$ cat config.mk
export PLATFORM = sky130hd
export DESIGN_NAME = game_session_ctrl
export DESIGN_NICKNAME = d
export VERILOG_FILES = /design/src/rtl/game_pkg.sv /design/src/rtl/game_session_ctrl_sat_counter.sv /design/src/rtl/game_session_ctrl.sv
export SDC_FILE = /design/constraint.sdc
export NUM_CORES = 1
export LEC_CHECK = 0
export ABC_AREA = 0
export CORE_AREA = 2 2 49 51
export CTS_CLUSTER_SIZE = 28
export DETAILED_ROUTE_END_ITERATION = 8
export DIE_AREA = 0 0 51 53
export PLACE_DENSITY_LB_ADDON = 0.3
export SYNTH_ARGS = -nofsm -noshare
export SYNTH_HDL_FRONTEND = slang
export SYNTH_SLANG_ARGS = --single-unit
$ cat constraint.sdc
create_clock -name clk -period 3.5 [get_ports clk]
set_input_delay 0.7 -clock clk [delete_from_list [all_inputs] [get_ports clk]]
set_output_delay 0.7 -clock clk [all_outputs]
set_load 0.02 [all_outputs]
$ cat src/rtl/game_pkg.sv
`default_nettype none
// +----------------------------------------------------------------------+
// | game_pkg: shared state encoding and widths for the game session and  |
// | countdown timer blocks.                                              |
// | Revision: 1.0                                                        |
// +----------------------------------------------------------------------+
package game_pkg;

    localparam int c_score_w_def = 8;
    localparam int c_time_w      = 7;

    typedef enum logic [1:0] {
        ST_IDLE = 2'd0,
        ST_ARM  = 2'd1,
        ST_PLAY = 2'd2,
        ST_OVER = 2'd3
    } state_t;

endpackage
`default_nettype wire

$ cat src/rtl/game_session_ctrl_sat_counter.sv
`default_nettype none
// +----------------------------------------------------------------------+
// | sat_counter: up-counter that sticks at all-ones instead of wrapping. |
// | Revision: 1.0                                                        |
// +----------------------------------------------------------------------+
module sat_counter #(
    parameter int WIDTH = 8
) (
    input  logic             clk,
    input  logic             rst,
    input  logic             i_clr,
    input  logic             i_inc,
    output logic [WIDTH-1:0] o_count,
    output logic [WIDTH-1:0] o_count_nxt
);

    localparam logic [WIDTH-1:0] c_max = '1;

    logic [WIDTH-1:0] r_count;

    always_comb begin
        o_count_nxt = r_count;
        if (i_clr)
            o_count_nxt = '0;
        else if (i_inc && (r_count != c_max))
            o_count_nxt = r_count + WIDTH'(1);
    end

    always_ff @(posedge clk or posedge rst) begin
        if (rst)
            r_count <= '0;
        else
            r_count <= o_count_nxt;
    end

    assign o_count = r_count;

endmodule
`default_nettype wire

$ cat src/rtl/game_session_ctrl.sv
`default_nettype none
// +----------------------------------------------------------------------+
// | game_session_ctrl: sequences a round (IDLE/ARM/PLAY/OVER), counts     |
// | hits and keeps a session high score (GAME_SESSION_HIGHSCORE_EN).      |
// | Revision: 1.0                                                        |
// +----------------------------------------------------------------------+
module game_session_ctrl
    import game_pkg::*;
#(
    parameter int SCORE_W    = c_score_w_def,
    parameter int WARN_SEC   = 5,
    parameter int HOLD_TICKS = 20
) (
    input  logic                clk,
    input  logic                rst,
    input  logic                start_btn,
    input  logic                abort_btn,
    input  logic                hit,
    input  logic                ms100,
    input  logic [c_time_w-1:0] time_left,
    input  logic                timer_stop,
    output logic                timer_en,
    output logic                playing,
    output logic                game_over,
    output logic                warn,
    output logic [SCORE_W-1:0]  score,
    output logic [SCORE_W-1:0]  high_score,
    output logic                new_record
);

    localparam int c_hold_w = (HOLD_TICKS < 2) ? 1 : $clog2(HOLD_TICKS + 1);
    localparam logic [c_time_w-1:0] c_warn_sec = c_time_w'(WARN_SEC);

    state_t              r_state;
    state_t              w_state_nxt;
    logic [c_hold_w-1:0] r_hold_cnt;
    logic                w_hold_done;
    logic                w_start_round;
    logic                w_end_round;
    logic [SCORE_W-1:0]  w_score_nxt;

    assign w_start_round = (r_state == ST_IDLE) && start_btn;
    // Abort wins over a simultaneous stop, so only a clean stop ends the round.
    assign w_end_round   = (r_state == ST_PLAY) && !abort_btn && timer_stop;
    assign w_hold_done   = (HOLD_TICKS == 0) ||
                           (ms100 && ((32'(r_hold_cnt) + 32'd1) >= 32'(HOLD_TICKS)));

    always_ff @(posedge clk or posedge rst) begin
        if (rst)
            r_state <= ST_IDLE;
        else
            r_state <= w_state_nxt;
    end

    always_comb begin
        w_state_nxt = r_state;
        case (r_state)
            ST_IDLE: if (start_btn)  w_state_nxt = ST_ARM;
            ST_ARM:                  w_state_nxt = ST_PLAY;
            ST_PLAY: begin
                if (abort_btn)       w_state_nxt = ST_IDLE;
                else if (timer_stop) w_state_nxt = ST_OVER;
            end
            ST_OVER: if (w_hold_done) w_state_nxt = ST_IDLE;
            default:                 w_state_nxt = ST_IDLE;
        endcase
    end

    // Held at zero outside OVER, which gives the clear-on-entry for free.
    always_ff @(posedge clk or posedge rst) begin
        if (rst)
            r_hold_cnt <= '0;
        else if (r_state != ST_OVER)
            r_hold_cnt <= '0;
        else if (ms100)
            r_hold_cnt <= r_hold_cnt + c_hold_w'(1);
    end

    sat_counter #(
        .WIDTH (SCORE_W)
    ) u_score (
        .clk         (clk),
        .rst         (rst),
        .i_clr       (w_start_round),
        .i_inc       ((r_state == ST_PLAY) && hit),
        .o_count     (score),
        .o_count_nxt (w_score_nxt)
    );

    assign timer_en  = (r_state == ST_ARM) || (r_state == ST_PLAY);
    assign playing   = timer_en;
    assign game_over = (r_state == ST_OVER);
    assign warn      = (r_state == ST_PLAY) && (time_left <= c_warn_sec);

`ifdef GAME_SESSION_HIGHSCORE_EN
    logic [SCORE_W-1:0] r_high_score;
    logic               r_new_record;

    // Compare against the next score so a hit coincident with stop counts.
    always_ff @(posedge clk or posedge rst) begin
        if (rst) begin
            r_high_score <= '0;
            r_new_record <= 1'b0;
        end else if (w_start_round) begin
            r_new_record <= 1'b0;
        end else if (w_end_round && (w_score_nxt > r_high_score)) begin
            r_high_score <= w_score_nxt;
            r_new_record <= 1'b1;
        end
    end

    assign high_score = r_high_score;
    assign new_record = r_new_record;
`else
    logic w_unused;
    assign w_unused   = ^{w_score_nxt, w_end_round};
    assign high_score = '0;
    assign new_record = 1'b0;
`endif

endmodule
`default_nettype wire

# Yosys cells after proc, flatten, opt, wreduce, memory -nomap -nowiden

Cells that the tools add are included.

Flip-flop bits (word level): 15
Bits in latches: 0
Memory bits (writable): 0
Bits in read-only memories: 0
Input bits: 14
Output and inout bits: 21
Logic and storage cells: 35
Memories: 0

Add/subtract/negate cells: 3
Multiply operators: 0
Div/mod/pow operators: 0
$lt $le $gt $ge: 2
Equal/unequal tests: 8
Shifts and indexed selects: 0
Muxes and demuxes: 9
Bitwise operators: 0
Reduce and logical (&&, ||, !) cells: 10

Operators with widths:

| kind                | count |
|---|---|
| $mux 8              | 2 |
| $mux 5              | 2 |
| $add 8x1->8 const B | 1 |
| $mux 2              | 4 |
| $ne 8x8->1 const B  | 1 |
| $pmux 2 s4          | 1 |
| $le 7x3->1 const B  | 1 |
| $add 5x1->6 const B | 1 |
| $ge 6x5->1 const B  | 1 |
| $add 5x1->5 const B | 1 |
| $logic_and 1x1->1   | 5 |
| $eq 2x2->1 const B  | 2 |
| $ne 2x2->1 const B  | 2 |
| $reduce_bool 2->1   | 2 |
| $ne 3x3->1 const B  | 1 |
| $reduce_and 3->1    | 1 |
| $eq 2x1->1 const B  | 1 |
| $logic_not 2->1     | 1 |
| $ne 2x1->1 const B  | 1 |
| $logic_or 1x1->1    | 1 |

# Depth between registers and ports, before layout

Depth in word-level cells: 5
Gate-level depth with buffers: 7
Mapped depth without buffers: 7

# Modules after synthesis

From an unflattened synthesis, not the netlist that was laid out.

Cells, all modules: 104
Area, all modules: 1058.5 sq um

Modules (own cells, without submodules):

| module            | times used | cells each | area an instance (sq um) | seq. area each (sq um) |
|---|---|---|---|---|
| game_session_ctrl | 1          | 56         | 560.5                    | 175.2 |
| sat_counter       | 1          | 48         | 498.0                    | 200.2 |

# Least setup slack after synthesis

No wires, ideal clock.

Path type: in2out
Start point: input time_left[3]
End point: output warn
Arrival time: 2.157 ns
Required time: 2.800 ns
Path slack: 0.643 ns
Cell stages on the path: 2
Path buffers: 0
Cells stage by stage: or3_1 > a2111oi_0

Cells in the longest elaborated chain, start to end: 2

RTL lines:

| element           | RTL line                | source |
|---|---|---|
| start, declared   | game_session_ctrl.sv:20 | `input logic [c_time_w-1:0] time_left,` |
| $le 7x3->1        | game_session_ctrl.sv:93 | `assign warn = (r_state == ST_PLAY) && (time_left <= c_warn_sec);` |
| $logic_and 1x1->1 | game_session_ctrl.sv:93 |  |
| end, declared     | game_session_ctrl.sv:25 | `output logic warn,` |

No other way between the ends.

# Final worst setup path

Same ends and word-level chain as after synthesis.

==> summary.md <==
| Metric | Value |
|---|---|
| Sink Count | 15 |
| Status | completed |
| FF-to-FF Start | r_state[0] |
| Pleak | 0.000560 µW |
| Fill cells | 184 |
| WHS | 0.564 ns |
| Commonest cells after routing, fill and taps aside | 24 x clkdlybuf4s50_1, 15 x dfrtp_1, 9 x conb_1 |
| Part of the cycle the worst path needs | 90.1% |
| Sequential area share after synthesis | 38.4% |
| Max-Slew Margin vs Limit | 62.6% |
| Postcts setup bufs | 0 |
| Initial Utilization | 45.5% |
| Core area | 2150 µm² |
| CTS H-tree lvls | 1 |
| Max Clock Freq | 317 MHz |
| Worst-margin pin slew | 0.560 ns |
| IR drop worst, VDD | 0.000377 V |
| Post-CTS Resized | 0 |
| Number of global-route vias before repair | 783 |
| Avg Vias per Cell | 5.09 |
| CTS hold repair buffers | 0 |
| Syn Inst Count | 97 |
| Startpoint types | input port |
| Crit end category | output pin |
| Initial antenna violation count | 0 |
| RSZ-0062 raised after global routing | no |
| Commonest non-fill, non-tap cell in the layout | clkdlybuf4s50_1 |
| DRT iter0 DRCs | 7 |
| R2R setup slack | 1.80 ns |
| I/O pin count | 35 |
| Synth unique cells | 34 |
| Clk root buf | clkbuf_4 |
| Hold-critical path depth | 1 |
| Hold EP | r_state[1] |
| Port buffer count | 24 |
| Final Hold Vio Count | 0 |
| Max cap viols | 0 |
| Clk pin slew, worst setup/hold paths | 0.08 ns |
| HPWL Detailed | 1270 µm |
| Clock buffer depth | 2 |
| Vias | 759 |
| Crit path max fanout | 1 |
| Row count | 17 |
| Detail Route Antenna Nets | 0 |
| Placer Congestion | 0.769 |
| First-pass GRT wire length | 3080 µm |
| Drt pass-1 iters | 4 |
| Setup TNS | 0 ns |
| WL per Instance | 11.3 µm |
| Gr usage total | 15.1% |
| Syn Area/Cell | 10.1 µm² |
| Fraction of layout cells with a size suffix above 1 | 4.96% |
| Area of the mapped netlist | 977 µm² |
| Congestion Overflow GR | 0 |
| Nets | 143 |
| FF/Latch Area | 375 µm² |
| Die width | 51 µm |
| Yosys warning total | 0 |
| Die Ht | 53 µm |
| Worst-case reg-to-reg path depth | 7 |
| Critical path start-end classification | in2out |
| Worst r2r dst | u_score.o_count[7] |
| DRC | 0 |
| Area grow syn2layout | 25.4% |
| #FFs+latches synth | 15 |
| Critical Path Start | time_left[3] |
| Crit path time final | 3.15 ns |
| CTS tree | built |
| Worst Min Path Start | r_state[1] |
| ANT cells | 0 |
| Clk Latency, worst-skew pair | 0.29 ns |
| WP data required | 2.80 ns |
| Worst min path class | reg2reg |
| Final setup vio count | 0 |
| Max Slew Vio Count | 0 |
| Num CTS Buffers | 3 |
| WL final | 1690 µm |
| Worst Path Arrival | 2.45 ns |
| Multi-input logic area | 533 µm² |
| Worst-case clock skew | 0.0111 ns |
| Die ar. | 2700 µm² |
| Pin count of the biggest net entering global routing | 16 |
| PD cells | 505 nW/µm² |
[flip-flops by register name, indices dropped and copies added (netlist names)]
name	flops
u_score.o_count	8
r_hold_cnt	5
r_state	2
[how the worst max path moves through the flow]
stage,end,cells after the start
floorplan,warn,2
global placement,warn,4
detailed placement,warn,4
CTS,warn,4
global route,warn,4
finish,warn,4
[synthesized netlist by cell type (all sizes together)]
| master | n | area [µm²] |
|---|---|---|
| o2bb2ai | 1 | 8.76 |
| nor4 | 1 | 6.26 |
| and4 | 1 | 11.3 |
| mux2i | 3 | 30.0 |
| o211a | 1 | 10.0 |
| clkbuf | 1 | 3.75 |
| nor3 | 1 | 5.00 |
| a2111oi | 1 | 8.76 |
| nor2 | 7 | 26.3 |
| o311ai | 2 | 17.5 |
| ha | 7 | 87.6 |
| dfrtp | 15 | 375 |
| xnor2 | 4 | 35.0 |
| and2 | 5 | 31.3 |
| o211ai | 1 | 7.51 |
| xor2 | 5 | 43.8 |
| a41oi | 1 | 27.5 |
| nor2b | 2 | 12.5 |
| a2bb2oi | 1 | 8.76 |
| nand2 | 7 | 26.3 |
| buf | 11 | 80.1 |
| o221ai | 1 | 8.76 |
| a21oi | 1 | 5.00 |
| inv | 4 | 15.0 |
| and3 | 1 | 6.26 |
| nand2b | 2 | 12.5 |
| nand3 | 1 | 5.00 |
| or3 | 1 | 6.26 |
| nand4 | 5 | 37.5 |
| o21bai | 1 | 7.51 |
| a31oi | 1 | 6.26 |
| conb | 1 | 3.75 |
[worst max-delay path, stage by stage]
cell             delay (ns)
clkdlybuf4s50_1        0.39
or3_1                  0.35
a2111oi_0              0.34
clkdlybuf4s50_1        0.68
[where the power goes]
group / switching (µW) / internal [µW]
combinational: 157 / 137
sequential: 26.3 / 199
clock: 55.0 / 44.2
total: 238 / 381
[kinds of logic after synthesis]
family	share of synthesized area, %
AO/OA/AOI/OAI	11.9
XOR/XNOR	8.07
adder cells (fa/ha/maj)	8.96
buffers and inverters	10.1
flip-flops	38.4
multiplexers	3.07
AND/OR/NAND/NOR	19.1
other	0.384
[through the flow]
stage	worst slack [ns]	total power [µW]	util, %	instances	area, µm²
final	0.348	619	57.0	149	1220
after global routing	0.201	666	57.0	149	1220
after CTS	0.320	627	57.0	149	1220
after detailed placement	0.354	527	55.8	145	1200
after global placement	0.341	518	55.8	145	1200
after floorplan	0.643	439	-	105	1010
[cell type report]
type / count / area share [%]
inverter: 4 / 1.23
tap: 28 / 2.86
clock buffer: 4 / 2.15
timing repair buffer: 24 / 19.6
multi-input combinational: 74 / 43.5
sequential: 15 / 30.6
[routing by layer]
metal | share of wire, % | track usage, % | up-vias | routed length (µm)
met5 | 0 | 0 | - | 0
met4 | 1.2 | 9.01 | 0 | 21
met3 | 5.8 | 3.95 | 3 | 98
met2 | 49 | 24.5 | 32 | 822
met1 | 44 | 17.9 | 357 | 747
li1 | - | - | 367 | -
Power figures use the tool's default switching activity.
